===== config.mk =====
export PLATFORM = sky130hd
export DESIGN_NAME = ioctl_rom_router
export DESIGN_NICKNAME = d
export VERILOG_FILES = /design/src/rtl/ioctl_router_pkg.sv /design/src/rtl/ioctl_region_match.sv /design/src/rtl/ioctl_rom_router.sv
export SDC_FILE = /design/constraint.sdc
export NUM_CORES = 1
export LEC_CHECK = 0
export ABC_AREA = 1
export CAP_MARGIN = 30
export CORE_ASPECT_RATIO = 1.1
export CORE_MARGIN = 1
export CORE_UTILIZATION = 53
export CTS_CLUSTER_SIZE = 16
export DETAILED_ROUTE_END_ITERATION = 12
export PLACE_DENSITY = 0.89
export SYNTH_ARGS = -nofsm -noshare
export SYNTH_HDL_FRONTEND = slang
export SYNTH_SLANG_ARGS = --single-unit
export TNS_END_PERCENT = 10

===== constraint.sdc =====
create_clock -name clk_sys -period 6.74 [get_ports clk_sys]
set_input_delay 0.674 -clock clk_sys [delete_from_list [all_inputs] [get_ports clk_sys]]
set_output_delay 0.674 -clock clk_sys [all_outputs]
set_load 0.03 [all_outputs]

===== src/rtl/ioctl_router_pkg.sv =====
// Shared types and defaults for the ioctl ROM router: FSM states, default
// download indices and counter-width helpers.
package ioctl_router_pkg;

    typedef enum logic [1:0] {
        IDLE,
        LOAD,
        TAIL,
        RUN
    } router_state_t;

    localparam logic [7:0] ROM_INDEX_DEF = 8'd0;
    localparam logic [7:0] MOD_INDEX_DEF = 8'd1;
    localparam logic [7:0] DIP_INDEX_DEF = 8'd254;

    // Bits needed to hold values 0..n-1, never less than one.
    function automatic int cnt_width(input int n);
        return (n < 2) ? 1 : $clog2(n);
    endfunction

endpackage


===== src/rtl/ioctl_region_match.sv =====
// Combinational address decoder: maps a download address onto NREG regions,
// returning a one-hot hit (lowest index wins on overlap) and the local offset.
module ioctl_region_match #(
    parameter int                       NREG     = 3,
    parameter int                       AW       = 25,
    parameter int                       LAW      = 16,
    parameter logic [NREG*AW-1:0]       REG_BASE = '0,
    parameter logic [NREG*(LAW+1)-1:0]  REG_SIZE = '0
) (
    input  logic [AW-1:0]   addr,
    output logic [NREG-1:0] hit,
    output logic [LAW-1:0]  offset
);

    logic [NREG-1:0] in_range;
    logic [LAW-1:0]  off [NREG];

    // One extra bit on every bound so a region ending at 2**AW cannot wrap.
    for (genvar i = 0; i < NREG; i++) begin : g_region
        localparam logic [AW:0] LO = {1'b0, REG_BASE[i*AW +: AW]};
        localparam logic [AW:0] HI = LO + (AW+1)'(REG_SIZE[i*(LAW+1) +: LAW+1]);

        assign in_range[i] = ({1'b0, addr} >= LO) && ({1'b0, addr} < HI);
        assign off[i]      = LAW'({1'b0, addr} - LO);
    end

    // NOTE: defaults first so every path assigns hit/offset and no latch is inferred.
    always_comb begin
        hit    = '0;
        offset = '0;
        for (int k = NREG - 1; k >= 0; k--) begin
            if (in_range[k]) begin
                hit    = '0;
                hit[k] = 1'b1;
                offset = off[k];
            end
        end
    end

endmodule


===== src/rtl/ioctl_rom_router.sv =====
// Routes the hps_io ROM download into per-region dpram write ports, captures
// DIP/mod bytes and holds the core in reset until the ROM load has settled.
module ioctl_rom_router
    import ioctl_router_pkg::*;
#(
    parameter int                       NREG      = 3,
    parameter int                       AW        = 25,
    parameter int                       LAW       = 16,
    parameter logic [NREG*AW-1:0]       REG_BASE  = {25'hFF00, 25'hE000, 25'h0},
    parameter logic [NREG*(LAW+1)-1:0]  REG_SIZE  = {17'h100, 17'h1000, 17'h8000},
    parameter logic [7:0]               ROM_INDEX = ROM_INDEX_DEF,
    parameter logic [7:0]               MOD_INDEX = MOD_INDEX_DEF,
    parameter logic [7:0]               DIP_INDEX = DIP_INDEX_DEF,
    parameter int                       NDIP      = 8,
    parameter int                       HOLD      = 16
) (
    input  logic                clk_sys,
    input  logic                reset,
    input  logic                ioctl_download,
    input  logic [7:0]          ioctl_index,
    input  logic                ioctl_wr,
    input  logic [AW-1:0]       ioctl_addr,
    input  logic [7:0]          ioctl_dout,
    output logic [NREG-1:0]     rom_we,
    output logic [LAW-1:0]      rom_addr,
    output logic [7:0]          rom_data,
    output logic [NDIP*8-1:0]   dip_sw,
    output logic [7:0]          mod,
    output logic                core_reset,
    output logic                load_done,
    output logic                load_ok,
    output logic [NREG-1:0]     region_full
);

    localparam int TW = cnt_width(HOLD + 1);

    router_state_t   state, state_next;
    logic [TW-1:0]   tail_cnt;
    logic            armed;
    logic [NREG-1:0] hit;
    logic [LAW-1:0]  offset;
    logic [LAW:0]    cnt [NREG];
    logic [NREG-1:0] full_now;
    logic            start_load, rom_wr, tail_done, enter_load, end_load;

    ioctl_region_match #(
        .NREG     (NREG),
        .AW       (AW),
        .LAW      (LAW),
        .REG_BASE (REG_BASE),
        .REG_SIZE (REG_SIZE)
    ) u_match (
        .addr   (ioctl_addr),
        .hit    (hit),
        .offset (offset)
    );

    // armed is cleared by reset and only set once ioctl_download has been seen low,
    // so a download already running at reset release cannot start a load.
    assign start_load = armed && ioctl_download && (ioctl_index == ROM_INDEX);
    assign rom_wr     = (state == LOAD) && ioctl_download && ioctl_wr && (ioctl_index == ROM_INDEX);
    assign tail_done  = (int'(tail_cnt) + 1 >= HOLD);
    assign enter_load = (state_next == LOAD) && (state != LOAD);
    assign end_load   = (state == LOAD) && (state_next == TAIL);

    always_comb begin
        state_next = state;
        case (state)
            IDLE, RUN: if (start_load)      state_next = LOAD;
            LOAD:      if (!ioctl_download) state_next = TAIL;
            TAIL:      if (tail_done)       state_next = RUN;
            default:                        state_next = IDLE;
        endcase
    end

    always_comb begin
        full_now = '0;
        for (int i = 0; i < NREG; i++)
            full_now[i] = (cnt[i] == REG_SIZE[i*(LAW+1) +: LAW+1]);
    end

    // NOTE: all state updates use non-blocking assignments so every register sees pre-edge values.
    always_ff @(posedge clk_sys or posedge reset) begin
        if (reset) begin
            state       <= IDLE;
            tail_cnt    <= '0;
            armed       <= 1'b0;
            rom_we      <= '0;
            rom_addr    <= '0;
            rom_data    <= '0;
            dip_sw      <= '0;
            mod         <= '0;
            core_reset  <= 1'b1;
            load_done   <= 1'b0;
            load_ok     <= 1'b0;
            region_full <= '0;
            for (int i = 0; i < NREG; i++) cnt[i] <= '0;
        end else begin
            state      <= state_next;
            tail_cnt   <= (state == TAIL) ? tail_cnt + 1'b1 : '0;
            core_reset <= (state != RUN);

            if (!ioctl_download)  armed <= 1'b1;
            else if (enter_load)  armed <= 1'b0;

            rom_we <= rom_wr ? hit : '0;
            if (rom_wr && |hit) begin
                rom_addr <= offset;
                rom_data <= ioctl_dout;
            end

            // Counters saturate at the region size, so rewrites never overflow them.
            for (int i = 0; i < NREG; i++) begin
                if (enter_load)
                    cnt[i] <= '0;
                else if (rom_wr && hit[i] && !full_now[i])
                    cnt[i] <= cnt[i] + 1'b1;
            end

            if (end_load) begin
                region_full <= full_now;
                load_ok     <= &full_now;
                load_done   <= 1'b1;
            end

            for (int k = 0; k < NDIP; k++) begin
                if (ioctl_wr && (ioctl_index == DIP_INDEX) && (ioctl_addr == AW'(k)))
                    dip_sw[k*8 +: 8] <= ioctl_dout;
            end

            if (ioctl_wr && (ioctl_index == MOD_INDEX))
                mod <= ioctl_dout;
        end
    end

endmodule


Yosys cells after proc, flatten, opt, wreduce, memory -nomap -nowiden
Index checks and enable logic that the tools add are counted.
Storage, ports and cells
  register bits: 164
  bits of input ports: 45
  output and inout port bits: 105
  logic and storage cells: 113
Cells by class
  add/subtract/negate cells: 7
  $lt $le $gt $ge: 6
  equality and inequality tests: 20
  multiplexer cells: 20
  reduce and logical (&&, ||, !) cells: 38
Operators by type and width (count)
  $mux W17: 6
  $eq A25 B3 Y1 const B: 4
  $add A17 B1 Y17 const B: 3
  $eq A25 B2 Y1 const B: 2
  $ge A25 B16 Y1 const B: 2
  $lt A25 B16 Y1 const B: 2
  $mux W16: 3
  $sub A16 B16 Y16 const B: 2
  $logic_and A1 B1 Y1: 26
  $eq A25 B1 Y1 const B: 1
  $logic_not A25 Y1: 1
  $lt A25 B17 Y1 const B: 1
  $eq A17 B13 Y1 const B: 1
  $eq A17 B16 Y1 const B: 1
  $eq A17 B9 Y1 const B: 1
  $mux W3: 4
  $eq A8 B1 Y1 const B: 1
  $eq A8 B8 Y1 const B: 1
  $logic_not A8 Y1: 1
  $add A5 B1 Y6 const B: 1
  $eq A2 B2 Y1 const B: 3
  $ge A6 B5 Y1 const B: 1
  $mux W2: 3
  $pmux W2 S3: 1
  12 further kinds: 19

Depth between registers and ports, before layout
  word-level depth: 9
  gate-level depth with buffers: 13
  depth with buffers taken out: 12

Modules after synthesis
A second synthesis with hierarchy kept.
Unflattened totals
  cells, all modules: 1226
  area, all modules: 9105.0 µm²
By module, submodules not included
  ioctl_rom_router: instances 1, cells each 1132, area each 8559.5 µm², seq. area each 4105.2 µm²
  ioctl_region_match: instances 1, cells each 94, area each 545.5 µm², seq. area each 0.0 µm²

Worst setup path before layout
Ideal clock, no wire load.
  path kind: input port to flip-flop
  start: in ioctl_addr[8]
  end: reg rom_data[0]
  setup time: 0.123 ns
  arrival time: 1.885 ns
  required time: 6.617 ns
  path slack: 4.732 ns
  stages on the path: 12
  buffers on the path: 2
  cell sequence: ha_1 > nand3_1 > nor3_1 > nand3_1 > nand2_1 > nand2_1 > nand2_2 > nand2_2 > buf_6 > buf_6 > nand2_1 > o21ai_2
On the way
  cells in the longest elaborated chain, start to end: 7
  elaborated cells between the ends (all ways): 12
  classes of those cells: 5 x order compare; 3 x mux; 4 x reduce/logical
Ends and longest elaborated chain
  start, declared: RTL line ioctl_rom_router.sv:22  | input logic [AW-1:0] ioctl_addr,
  $ge A25 B16 Y1 / $lt A25 B17 Y1 (equally long branches): RTL line ioctl_region_match.sv:23  | assign in_range[i] = ({1'b0, addr} >= LO) && ({1'b0, addr} < HI);
  $logic_and A1 B1 Y1: RTL line ioctl_region_match.sv:23
  $mux W3 (2 in series): RTL line ioctl_region_match.sv:32  | if (in_range[k]) begin
  $mux W3 (*): RTL line ioctl_region_match.sv:32
  $reduce_or A3 Y1 (*): RTL line ioctl_rom_router.sv:107  | if (rom_wr && |hit) begin
  $logic_and A1 B1 Y1 (*): RTL line ioctl_rom_router.sv:107
  end signal, assigned: RTL line ioctl_rom_router.sv:109  | rom_data <= ioctl_dout;
  end, declared: RTL line ioctl_rom_router.sv:26  | output logic [7:0] rom_data,
Every way passes the cells marked *; elsewhere a longest branch is shown, timed or not.
A chain may end at the register's enable or synchronous reset.

Final worst setup path
  start: in ioctl_index[4]
  end: reg cnt[31] (netlist name)
On the way
  cells in the longest elaborated chain, start to end: 7
  elaborated cells between the ends (all ways): 11
  classes of those cells: 1 x eq/ne; 3 x mux; 7 x reduce/logical
Ends and longest elaborated chain
  start, declared: RTL line ioctl_rom_router.sv:20  | input logic [7:0] ioctl_index,
  $logic_not A8 Y1 (*): RTL line ioctl_rom_router.sv:60, ioctl_rom_router.sv:61
  $logic_and A1 B1 Y1: RTL line ioctl_rom_router.sv:60  | assign start_load = armed && ioctl_download && (ioctl_index == ROM_INDEX);
  $mux W2: RTL line ioctl_rom_router.sv:69  | IDLE, RUN: if (start_load) state_next = LOAD;
  $pmux W2 S3: RTL line ioctl_rom_router.sv:68  | case (state)
  $eq A2 B1 Y1: RTL line ioctl_rom_router.sv:63  | assign enter_load = (state_next == LOAD) && (state != LOAD);
  $logic_and A1 B1 Y1: RTL line ioctl_rom_router.sv:63
  $mux W17 / $reduce_bool A2 Y1 (equally long branches)
  end signal, assigned by index: RTL line ioctl_rom_router.sv:117  | cnt[i] <= cnt[i] + 1'b1;
  end, declared: RTL line ioctl_rom_router.sv:42  | logic [LAW:0] cnt [NREG];
Marked as above.

==> impl_results.md <==
- Clock Sinks: 164
- Post-Synthesis Cells: 1088
- Main synth FF type: dfrtp_1
- CTS max path bufs: 2
- Simple-gate area share of the yosys netlist: 0.3237
- Core Util, Final: 0.6983
- Mapped cell area: 8411 um2
- Crit Path Max Fanout: 11
- Power share of the clock group: 0.401
- Setup tns final: 0 ns
- DRT iter0 DRCs: 626
- Mapped Nets: 1146
- Synth area leader: dfrtp_1
- Comb pwr share: 0.190
- Type of origin of the critical path: input port
- CP Class: in2reg
- Max IR drop VDD: 0.0001881 V
- Ant. Diodes: 0
- Post-Place Cell Area: 10040 um2
- Fin nets: 1294
- Worst slew pin tran: 1.024 ns
- DRC violations left: 0
- Post-Layout Cell Count: 1445
- TritonCTS clock tree: built
- Worst-Skew Late Latency: 0.44 ns
- Post-synthesis xor/xnor area fraction: 0.03853
- WL per Instance: 15.79 um
- Cts bufs inserted: 17
- Vias post-DR: 7828
- GP Congestion: 0.8902
- Root buffer cell: clkbuf_16
- Seq pwr share: 0.408
- Final instance area: 10680 um2
- Share of cells above drive strength 1: 0.04404
- Register-to-Register Setup Slack: 4.05 ns
- Sw power: 850.1 uW
- Hold_ws: 0.4684 ns
- Core footprint: 15290 um2
- Final setup fails: 0
- Seq/Total Area, Yosys: 0.4881
- Max Transition Viols Final: 0
- Met2 Usage GRT: 0.4780
- Hold Buf Count CTS: 0
- IO buf count: 149
- DR vias/cell: 5.417
- Req. time, crit path: 7.07 ns
- Crit path capture type: register
- Synth warn: 0
- Largest net degree at the start of global routing: 103
- Placement Rows: 47
- Final wirelength: 22.82 mm
- Post-cts sizing count: 0
- Starting Density: 0.5501
- M3 GR Usage: 0.1012
- Die Ht: 134.1 um
- Die Footprint: 16380 um2
- Relative slew slack: 0.3122
- Unrepaired setup endpoints after global routing: no
- Period minus WS final: 2.881 ns
- Clk pin slew, worst setup/hold paths: 0.07 ns
- Pint: 1.657 mW
- Leak: 5.033 nW
- Share of the synthesized area in the top cell type: 0.4850
- First-pass GRT wire length: 37.23 mm
- Achievable Freq: 347.1 MHz
- Yosys reg bits: 164
- Antenna violations before repair: 0
- Final Hold Vio Count: 0
- Post-synthesis compound-gate area fraction: 0.06456
- Leading post-synthesis cells by cell area: dfrtp_1, nand2_1, nor2_1, o21ai_0, nand3_1
- Post-CTS setup buffers: 0
- Vias in the first global route: 7656
- Post-Synth Adder-Cell Area: 0.01934
- Post-route ant nets: 0
- Layout area overhead: 26.94%
- Largest family of logic cells by synthesized area: simple AND/OR/NAND/NOR gates
- Status: finished, final reports clean
- Multiplexer share of the synthesized area: 0
- Critical Path AT: 3.21 ns
- Final cycle utilization of the critical path: 0.4275
- Max H-tree Level: 4
- Netlist cell types: 30
- Total gr overflow: 0
- Final HPWL DP: 15.94 mm
- Hold WC Path Type: in2async
- Pre-antenna DRT Iters: 6
- Die width: 122.1 um
- Number of max-cap violations: 0
- Async set-reset flop share out of synthesis: 1.000
- GR peak layer: met2
- Gr usage total: 0.2928
- Synth Area per Inst: 7.730 um2
- Placed Cells: 1412
- Post-Route Skew: 0.007916 ns
- Switching Fraction: 0.3391
- Top Ports: 150
- Global routing usage on met1: 0.3553
- EDFF count, synth: 0
- Pwr dens: 234.8 nW/um2
registers in the layout, summed over array words and instances (netlist names):
register / flops
dip_sw: 64
cnt: 51
rom_addr: 16
mod: 8
rom_data: 8
tail_cnt: 5
region_full: 3
rom_we: 3
state: 2
armed: 1
core_reset: 1
load_done: 1
load_ok: 1
final timing paths:
kind | cells after the start | from | end
setup / recovery | 9 | ioctl_index[4] | cnt[31]$_DFFE_PP0P_
hold / removal | 2 | reset | mod[3]$_DFFE_PP0P_
setup reg to reg | 9 | state[1]$_DFF_PP0_ | cnt[31]$_DFFE_PP0P_
hold reg to reg | 2 | load_done$_DFFE_PP0P_ | load_done$_DFFE_PP0P_
max in group asynchronous | 4 | reset | dip_sw[38]$_DFFE_PP0P_
min in group clk_sys | 2 | load_done$_DFFE_PP0P_ | load_done$_DFFE_PP0P_
worst max-delay path: stages:
cell and delay, ns:
clkdlybuf4s50_1 0.43, nor2_1 0.11, nand2_1 0.10, nor2_2 0.16, nand3_1 0.25, nor3_1 0.90
nor2_1 0.38, nand2_1 0.14, nand2_1 0.06
synth_stat cells, types with 4 or more instances:
cell type and instances:
xnor2_1 4, o21ai_1 8, nor2_1 119, nand3_1 88, nor3_1 37, a21oi_1 8, nand3b_1 13, clkbuf_1 11
buf_2 7, nor4_1 6, ha_1 13, nand2_1 327, xor2_1 33, o21ai_0 89, dfrtp_1 163, nand4_1 24
inv_1 112
final cells by class:
class / instances / area, um2
clock buffer: 18 / 429.2
clock inverter: 14 / 177.7
fill: 1184 / 4613
inverter: 114 / 432.9
multi-input combinational: 787 / 3752
sequential: 164 / 4105
tap: 196 / 245.2
timing repair buffer: 152 / 1534
metal layers:
layer	wire length, um	share of wire
met1	9228	0.40
met3	1986	0.087
met5	0	0
met4	563	0.025
met2	11050	0.48
stage by stage:
step | total power [mW] | setup WS, ns
3_3_place_gp | 1.503 | 3.549
2_1_floorplan | 1.374 | 1.634
4_1_cts | 2.510 | 3.906
3_5_place_dp | 1.513 | 3.437
5_1_grt | 2.612 | 3.556
6_report | 2.507 | 3.859
cells by family (layout without fill, tap and decap cells):
| family | after synthesis | after routing |
|---|---|---|
| compound gates | 107 | 107 |
| fa+ha+maj | 13 | 13 |
| xor+xnor | 37 | 37 |
| simple gates | 630 | 630 |
| flops | 164 | 164 |
| buf+inv | 137 | 298 |
power by group through the flow:
stage	Sequential [mW]	Clock, mW	Combinational, mW
floorplan	1.05	0	0.322
global placement	1.04	0	0.462
detailed placement	1.04	0	0.471
CTS	1.02	1.01	0.473
global route	1.03	1.06	0.526
finish	1.02	1.01	0.477
layout by cell type, fill, tap and decap left out, types with 6 or more instances in the layout:
cell type        instances
inv_8                    8
nand3b_1                13
nor3_1                  37
dfrtp_1                163
clkbuf_16               17
nor4_1                   6
ha_1                    13
inv_1                  111
clkdlybuf4s50_1        149
a21oi_1                  8
o21ai_1                  8
nor2_1                 119
o21ai_0                 89
nand2_1                327
xor2_1                  33
nand4_1                 24
nand3_1                 88
(Power assumes the default switching activity.)
